===== config.mk =====
export PLATFORM = sky130hd
export DESIGN_NAME = ncl_entrada_somador_flat
export DESIGN_NICKNAME = d
export VERILOG_FILES = /design/src/rtl/ncl_entrada_somador_if.sv /design/src/rtl/ncl_entrada_somador.sv /design/src/flat_wrapper.sv
export SDC_FILE = /design/constraint.sdc
export NUM_CORES = 1
export LEC_CHECK = 0
export ABC_AREA = 1
export CAP_MARGIN = 20
export CORE_MARGIN = 2
export CORE_UTILIZATION = 40
export DETAILED_ROUTE_END_ITERATION = 6
export PLACE_DENSITY = 0.86
export SYNTH_ARGS = -nofsm -noshare
export SYNTH_HDL_FRONTEND = slang
export SYNTH_SLANG_ARGS = --single-unit

===== constraint.sdc =====
create_clock -name clk -period 1.15 [get_ports clk]
set_clock_uncertainty 0.2 [all_clocks]
set_input_delay 0.23 -clock clk [delete_from_list [all_inputs] [get_ports clk]]
set_output_delay 0.23 -clock clk [all_outputs]
set_load 0.1 [all_outputs]

===== src/rtl/ncl_entrada_somador_if.sv =====
// Handshake and dual-rail bus between the clocked producer, the injector and the NCL adder stage.
interface ncl_entrada_somador_if;
  logic       in_valid;
  logic       in_ready;
  logic [3:0] in_a;
  logic [3:0] in_b;
  logic       in_cin;
  logic       ack_in;
  logic [7:0] a;
  logic [7:0] b;
  logic [1:0] cin;
  logic       busy;
  logic       err;

  modport slave (
    input  in_valid, in_a, in_b, in_cin, ack_in,
    output in_ready, a, b, cin, busy, err
  );

  modport master (
    output in_valid, in_a, in_b, in_cin, ack_in,
    input  in_ready, a, b, cin, busy, err
  );
endinterface


===== src/rtl/ncl_entrada_somador.sv =====
// Clocked-to-NCL injector: encodes accepted single-rail operands as DATA/NULL wavefronts paced by ack_in.
// Optional acknowledge timeout flag is built when ENTRADA_TIMEOUT_EN is defined.
module ncl_entrada_somador #(
  parameter int SYNC_STAGES = 2,
  parameter int TIMEOUT     = 255
) (
  input  logic                   clk,
  input  logic                   reset,
  ncl_entrada_somador_if.slave   bus
);

  typedef enum logic [1:0] {
    IDLE  = 2'd0,
    DATA  = 2'd1,
    NULLW = 2'd2
  } state_e;

  state_e                   state_q, state_d;
  logic [SYNC_STAGES-1:0]   sync_q;
  logic                     ack_s;
  logic [7:0]               a_q, a_d;
  logic [7:0]               b_q, b_d;
  logic [1:0]               cin_q, cin_d;
  logic                     ready_q, ready_d;
  logic                     busy_q, busy_d;
  logic                     err_q, err_d;

  function automatic logic [1:0] enc1(input logic v);
    return v ? 2'b10 : 2'b01;
  endfunction

  function automatic logic [7:0] enc4(input logic [3:0] v);
    logic [7:0] r;
    r = 8'h00;
    for (int i = 0; i < 4; i++) begin
      r[2*i +: 2] = enc1(v[i]);
    end
    return r;
  endfunction

  assign ack_s = sync_q[SYNC_STAGES-1];

  // Acknowledge synchronizer into the clock domain
  always_ff @(posedge clk or negedge reset) begin
    if (!reset) begin
      sync_q <= '0;
    end else begin
      sync_q <= {sync_q[SYNC_STAGES-2:0], bus.ack_in};
    end
  end

  // Wavefront sequencing; rails are only ever loaded with a full word or all-NULL
  always_comb begin
    state_d = state_q;
    a_d     = a_q;
    b_d     = b_q;
    cin_d   = cin_q;
    case (state_q)
      IDLE: begin
        if (bus.in_valid && ready_q) begin
          state_d = DATA;
          a_d     = enc4(bus.in_a);
          b_d     = enc4(bus.in_b);
          cin_d   = enc1(bus.in_cin);
        end else begin
          a_d   = 8'h00;
          b_d   = 8'h00;
          cin_d = 2'b00;
        end
      end
      DATA: begin
        if (ack_s) begin
          state_d = NULLW;
          a_d     = 8'h00;
          b_d     = 8'h00;
          cin_d   = 2'b00;
        end else begin
          state_d = DATA;
        end
      end
      NULLW: begin
        a_d   = 8'h00;
        b_d   = 8'h00;
        cin_d = 2'b00;
        if (!ack_s) begin
          state_d = IDLE;
        end else begin
          state_d = NULLW;
        end
      end
      default: begin
        state_d = IDLE;
        a_d     = 8'h00;
        b_d     = 8'h00;
        cin_d   = 2'b00;
      end
    endcase
    // ready looks ahead to the synchronizer value that will be ack_s next cycle
    ready_d = (state_d == IDLE) && !sync_q[SYNC_STAGES-2];
    busy_d  = (state_d != IDLE);
  end

  // State and output registers; reset drives every rail NULL at once
  always_ff @(posedge clk or negedge reset) begin
    if (!reset) begin
      state_q <= IDLE;
      a_q     <= 8'h00;
      b_q     <= 8'h00;
      cin_q   <= 2'b00;
      ready_q <= 1'b0;
      busy_q  <= 1'b0;
      err_q   <= 1'b0;
    end else begin
      state_q <= state_d;
      a_q     <= a_d;
      b_q     <= b_d;
      cin_q   <= cin_d;
      ready_q <= ready_d;
      busy_q  <= busy_d;
      err_q   <= err_d;
    end
  end

`ifdef ENTRADA_TIMEOUT_EN
  localparam int CNT_W = ($clog2(TIMEOUT + 1) > 8) ? $clog2(TIMEOUT + 1) : 8;
  localparam logic [CNT_W-1:0] TO_CNT = CNT_W'(TIMEOUT);

  logic [CNT_W-1:0] cnt_q, cnt_d;

  // Wait counter restarts on each state change and saturates at the limit
  always_comb begin
    cnt_d = cnt_q;
    if (state_d != state_q) begin
      cnt_d = '0;
    end else if ((state_q != IDLE) && (cnt_q != TO_CNT)) begin
      cnt_d = cnt_q + {{(CNT_W-1){1'b0}}, 1'b1};
    end else begin
      cnt_d = cnt_q;
    end
    err_d = err_q | (cnt_q == TO_CNT);
  end

  // Timeout counter register
  always_ff @(posedge clk or negedge reset) begin
    if (!reset) begin
      cnt_q <= '0;
    end else begin
      cnt_q <= cnt_d;
    end
  end
`else
  assign err_d = 1'b0;

  if (TIMEOUT < 1) begin : g_timeout_unused
  end
`endif

  assign bus.a        = a_q;
  assign bus.b        = b_q;
  assign bus.cin      = cin_q;
  assign bus.in_ready = ready_q;
  assign bus.busy     = busy_q;
  assign bus.err      = err_q;

endmodule


===== src/flat_wrapper.sv =====
// flat-port wrapper written by rule: the top's interface ports become plain ports
module ncl_entrada_somador_flat 
#(
  parameter int SYNC_STAGES = 2,
  parameter int TIMEOUT     = 255
)
  (clk, reset, bus_in_valid, bus_in_a, bus_in_b, bus_in_cin, bus_ack_in, bus_in_ready, bus_a, bus_b, bus_cin, bus_busy, bus_err);
  ncl_entrada_somador_if bus_i ();
  input  logic clk;
  input  logic reset;
  input wire logic [$bits(bus_i.in_valid)-1:0] bus_in_valid;
  input wire logic [$bits(bus_i.in_a)-1:0] bus_in_a;
  input wire logic [$bits(bus_i.in_b)-1:0] bus_in_b;
  input wire logic [$bits(bus_i.in_cin)-1:0] bus_in_cin;
  input wire logic [$bits(bus_i.ack_in)-1:0] bus_ack_in;
  output wire logic [$bits(bus_i.in_ready)-1:0] bus_in_ready;
  output wire logic [$bits(bus_i.a)-1:0] bus_a;
  output wire logic [$bits(bus_i.b)-1:0] bus_b;
  output wire logic [$bits(bus_i.cin)-1:0] bus_cin;
  output wire logic [$bits(bus_i.busy)-1:0] bus_busy;
  output wire logic [$bits(bus_i.err)-1:0] bus_err;
  assign bus_i.in_valid = bus_in_valid;
  assign bus_i.in_a = bus_in_a;
  assign bus_i.in_b = bus_in_b;
  assign bus_i.in_cin = bus_in_cin;
  assign bus_i.ack_in = bus_ack_in;
  assign bus_in_ready = bus_i.in_ready;
  assign bus_a = bus_i.a;
  assign bus_b = bus_i.b;
  assign bus_cin = bus_i.cin;
  assign bus_busy = bus_i.busy;
  assign bus_err = bus_i.err;
  ncl_entrada_somador #(.SYNC_STAGES(SYNC_STAGES), .TIMEOUT(TIMEOUT)) u_core (.clk(clk), .reset(reset), .bus(bus_i));
endmodule

==> Word-level counts from Yosys, hierarchy flattened <==
Index checks and enable logic that the tools add are counted.
{ "op_classes": {"eq_ne": 3, "n_mux": 21, "reduce_logical": 6} }
{ "ops": {"columns": ["operator", "count"], "rows": [
  ["one-hot mux 8 bit (2 select lines)", 2],
  ["2-to-1 mux 2 bit", 14],
  ["2-to-1 mux 8 bit", 3],
  ["one-hot mux 2 bit (3 select lines)", 1],
  ["zero test 2 bit", 2],
  ["one-hot mux 2 bit (2 select lines)", 1],
  ["equality test 2 x 1 -> 1 bit (second input constant)", 1],
  ["equality test 2 bit (second input constant)", 1],
  ["logical AND 1 bit", 2],
  ["inequality test 2 x 1 -> 1 bit (second input constant)", 1],
  ["nonzero test 2 bit", 1],
  ["zero test 1 bit", 1]
]} }
{ "word_totals": {"ff_bits": 24, "input_bits": 13, "output_inout_bits": 21} }

==> Logic depth before layout (Yosys ltp) <==
{ "depth": {"depth_word": 5, "ltp_mapped": 7, "depth_no_buf": 6} }

==> Worst setup path after synthesis <==
OpenSTA, ideal clock, no wires.
{ "synth_timing": {"path_type": "reg-to-reg", "start": "register u_core.ready_q (netlist: u_core.bus.in_ready)", "end": "register u_core.a_q[0] (netlist: u_core.bus.a[0])", "setup_time_ns": 0.083, "arrival_time_ns": 1.517, "t_required_ns": 0.867, "path_slack_ns": -0.650, "path_stages_with_launch": 6, "path_buffers": 1, "period_less_slack_ns": 1.800, "cell_sequence": "dfrtp_1 nand2_1 clkinv_1 nand2_1 buf_6 o21ai_0"} }
{ "synth_via": {"elab_chain_len": 3} }
{ "synth_lines": {"columns": ["element", "line_no", "rtl"], "rows": [
  ["from (decl)", "ncl_entrada_somador.sv:24", "logic ready_q, ready_d;"],
  ["from (signal assigned)", "ncl_entrada_somador.sv:118", "ready_q <= ready_d;"],
  ["logical AND 1 bit", "ncl_entrada_somador.sv:60", "if (bus.in_valid && ready_q) begin"],
  ["2-to-1 mux 8 bit", "ncl_entrada_somador.sv:60", null],
  ["one-hot mux 8 bit (2 select lines)", "ncl_entrada_somador.sv:58", "case (state_q)"],
  ["to (signal assigned)", "ncl_entrada_somador.sv:107", "a_q <= 8'h00;"],
  ["to (signal assigned)", "ncl_entrada_somador.sv:115", "a_q <= a_d;"],
  ["to (decl)", "ncl_entrada_somador.sv:21", "logic [7:0] a_q, a_d;"]
]} }
No other way between the ends.
A chain may end at the register's enable or synchronous reset.

==> Final worst setup path <==
{ "layout_timing": {"start": "register u_core.ready_q (netlist: u_core.bus.in_ready)", "end": "register u_core.a_q[3] (netlist: u_core.bus.a[3])"} }
Same word-level chain as after synthesis.

==> run_results.csv <==
group,metric,value,unit
floorplan,ioPinCount,34,
placed_design,place.gp.congestion,0.7475,
drt,drc,0,
layout,layout.cells.non_filler,182,
floorplan,core_area,2455,µm²
power_and_ir_drop,leakage,1.054,nW
critical_path,cp_slowest_cell,"dfrtp_4",
layout,layout_commonest_cell,"buf_12",
drt,drt_first_iter_violations,19,
power_and_ir_drop,pwr-share-clk,0.108,
run_status,status,"complete, but fails checks",
drt,firstDrtPassIters,4,
synth,syn-num-nets,102,
placed_design,port_buffers,32,
cts,cts_max_level,1,
global_routing,overflow,0,
timing,period_minus_slack,1.430,ns
drt,wirelength,3734,µm
critical_path,critPathBufInv,3,
placed_design,pre_cts_ws,-0.2978,ns
timing,slew_viol_final,0,
timing,final-hold-violation-count,0,
synth,synth_cells,89,
critical_path,r2r_slack,-0.28,ns
run_status,violations,"setup timing",
power_and_ir_drop,netSwitchingFraction,0.4783,
power_and_ir_drop,p_int,2.145,mW
critical_path,critPathMaxFanout,4,
floorplan,start_util,0.4179,
drt,viasPerCell,5.071,
synth,avgSynthCellArea,11.53,µm²
layout,layout.nets,166,
power_and_ir_drop,p_per_area,1964,nW/µm²
worst_hold_path,hold_path.class,"primary input to asynchronous set/reset pin",
timing,max_freq,0.6995,GHz
layout,syn_to_final_growth,104.0,%
critical_path,critical-path-max-stage-delay,0.51,ns
cts,clock_sinks,24,
layout,layout-drive-gt1-share,0.8355,
cts,insertion_delay,0.31,ns
critical_path,cp_data_required_time,1.17,ns
timing,setup_viol,42,
global_routing,grt_pass1_wl,4871,µm
power_and_ir_drop,comb_power_share,0.607,
timing,fin_ws,-0.2796,ns
critical_path,crit_path_end_kind,"register",
synth,ys_ff_latch,24,
cts,cts_tree,"yes",
layout,final_util,0.8527,
floorplan,dieArea,2986,µm²
timing,rsz0062_at_grt,"yes",
critical_path,worstPathCellList,"buf_4 > nand2_4 > clkinv_8 > clkbuf_16 > nand3_2 > nand2_2",
global_routing,grt_pass1_vias,979,
drt,dr_total_vias,923,
power_and_ir_drop,switching_power,1.967,mW
critical_path,cp_top_family,"flip-flops",
global_routing,grt_max_degree,25,
floorplan,dieWidth,54.65,µm
cts,clkTransAtPathRegs,0.13,ns
layout,num_antenna_cells,0,
critical_path,crit_arrival,1.45,ns
timing,period_share,1.243,
cts,cts_hold_buffers,0,
global_routing,antenna_found_initial,0,
synth,yosys_warnings,0,
cts,cts_buffers,3,
power_and_ir_drop,power,4.111,mW
synth,seq_area_frac_synth,0.5854,
critical_path,crit_path_start_kind,"register",
synth,synth.distinct_cells,17,
critical_path,critical_path_class,"register to register",
timing,fin_tns_setup,-8.818,ns
floorplan,die_height,54.65,µm
power_and_ir_drop,irDropWorstVdd,0.002377,V
floorplan,row_count,18,
synth,synth_area,1026,µm²
global_routing,grt_usage,0.2435,
cts,clk_path_buf_depth,2,
placed_design,dp_hpwl,1583,µm
drt,ant_nets,0,
flow_run,maxCapViolCount,0,
drt,routedWlPerCell,20.52,µm
placed_design,post-place-cells,153,
power_and_ir_drop,seqPwrFrac,0.285,
cts,ctsRootBufferMaster,"clkbuf_4",
layout,mostFrequentLayoutCells,"22 x buf_12, 20 x dfrtp_2, 17 x buf_4",
-- synthesized netlist by cell type, drive strengths merged --
cell type | number | area [µm²]
o21ai | 9 | 48.80
nand2 | 33 | 229.0
dfrtp | 24 | 600.6
nand3 | 11 | 55.05
clkinv | 1 | 3.750
buf | 3 | 38.79
inv | 4 | 20.02
nor2 | 3 | 26.27
conb | 1 | 3.750
-- power groups by stage --
stage | clock network, mW | registers, mW | logic, mW
after floorplan | 0 | 1.90 | 0.379
after global routing | 0.489 | 1.18 | 2.57
after detailed placement | 0 | 1.19 | 1.79
final | 0.444 | 1.17 | 2.49
after global placement | 0 | 1.19 | 1.77
after CTS | 0.452 | 1.14 | 2.29
-- timing repair --
item	in CTS	in global routing
buffers inserted	15	5
endpoints found under the setup margin	41	42
pin swaps	9	3
gates resized for setup	33	12
gates cloned	4	1
-- layout make-up --
cell class,count,area (µm²)
multi-input combinational,58,534.3
timing repair buffer,58,780.7
sequential,24,629.4
clock buffer,4,36.28
tap,30,37.54
timing repair inverter,3,28.78
fill,103,361.6
inverter,5,46.29
-- metal layers --
layer | routed length [µm] | global-route usage | up-vias
met5 | 0 | 0 | -
met4 | 110 | 0.1292 | 0
met3 | 126 | 0.05738 | 10
met2 | 2011 | 0.4067 | 33
met1 | 1486 | 0.2872 | 466
li1 | - | - | 414
-- worst paths after layout --
check                                               from  cells past startpoint                       endpoint
min reg2reg                   u_core.sync_q[0]$_DFF_PN0_                      0     u_core.sync_q[1]$_DFF_PN0_
min                                                reset                      2  u_core.bus.in_ready$_DFF_PN0_
max reg2reg                u_core.bus.in_ready$_DFF_PN0_                      6    u_core.bus.a[3]$_DFFE_PN0N_
max                        u_core.bus.in_ready$_DFF_PN0_                      6    u_core.bus.a[3]$_DFFE_PN0N_
min in group clk                              bus_ack_in                      1     u_core.sync_q[0]$_DFF_PN0_
max in group asynchronous                          reset                      2    u_core.bus.a[1]$_DFFE_PN0N_
-- flip-flops by register name, indices dropped and copies added (netlist names) --
name,cells
u_core.state_q,2
u_core.bus.cin,2
u_core.bus.busy,1
u_core.sync_q,2
u_core.bus.b,8
u_core.bus.in_ready,1
u_core.bus.a,8
-- logic make-up after synthesis --
logic type	share of synthesized area
other	0.003655
AOI/OAI and AO/OA	0.04756
buffers and inverters	0.06098
and+or+nand+nor	0.3024
DFF	0.5854
-- stage by stage --
stage               instance area, µm²  hold WS (ns)
detailed placement                1655        0.1605
floorplan                         1074       -0.2656
global placement                  1655        0.1576
CTS                               1988       0.04715
finish                            2093       0.05228
global route                      2093       0.04704
Note: power is estimated with default switching activity, not from simulation.
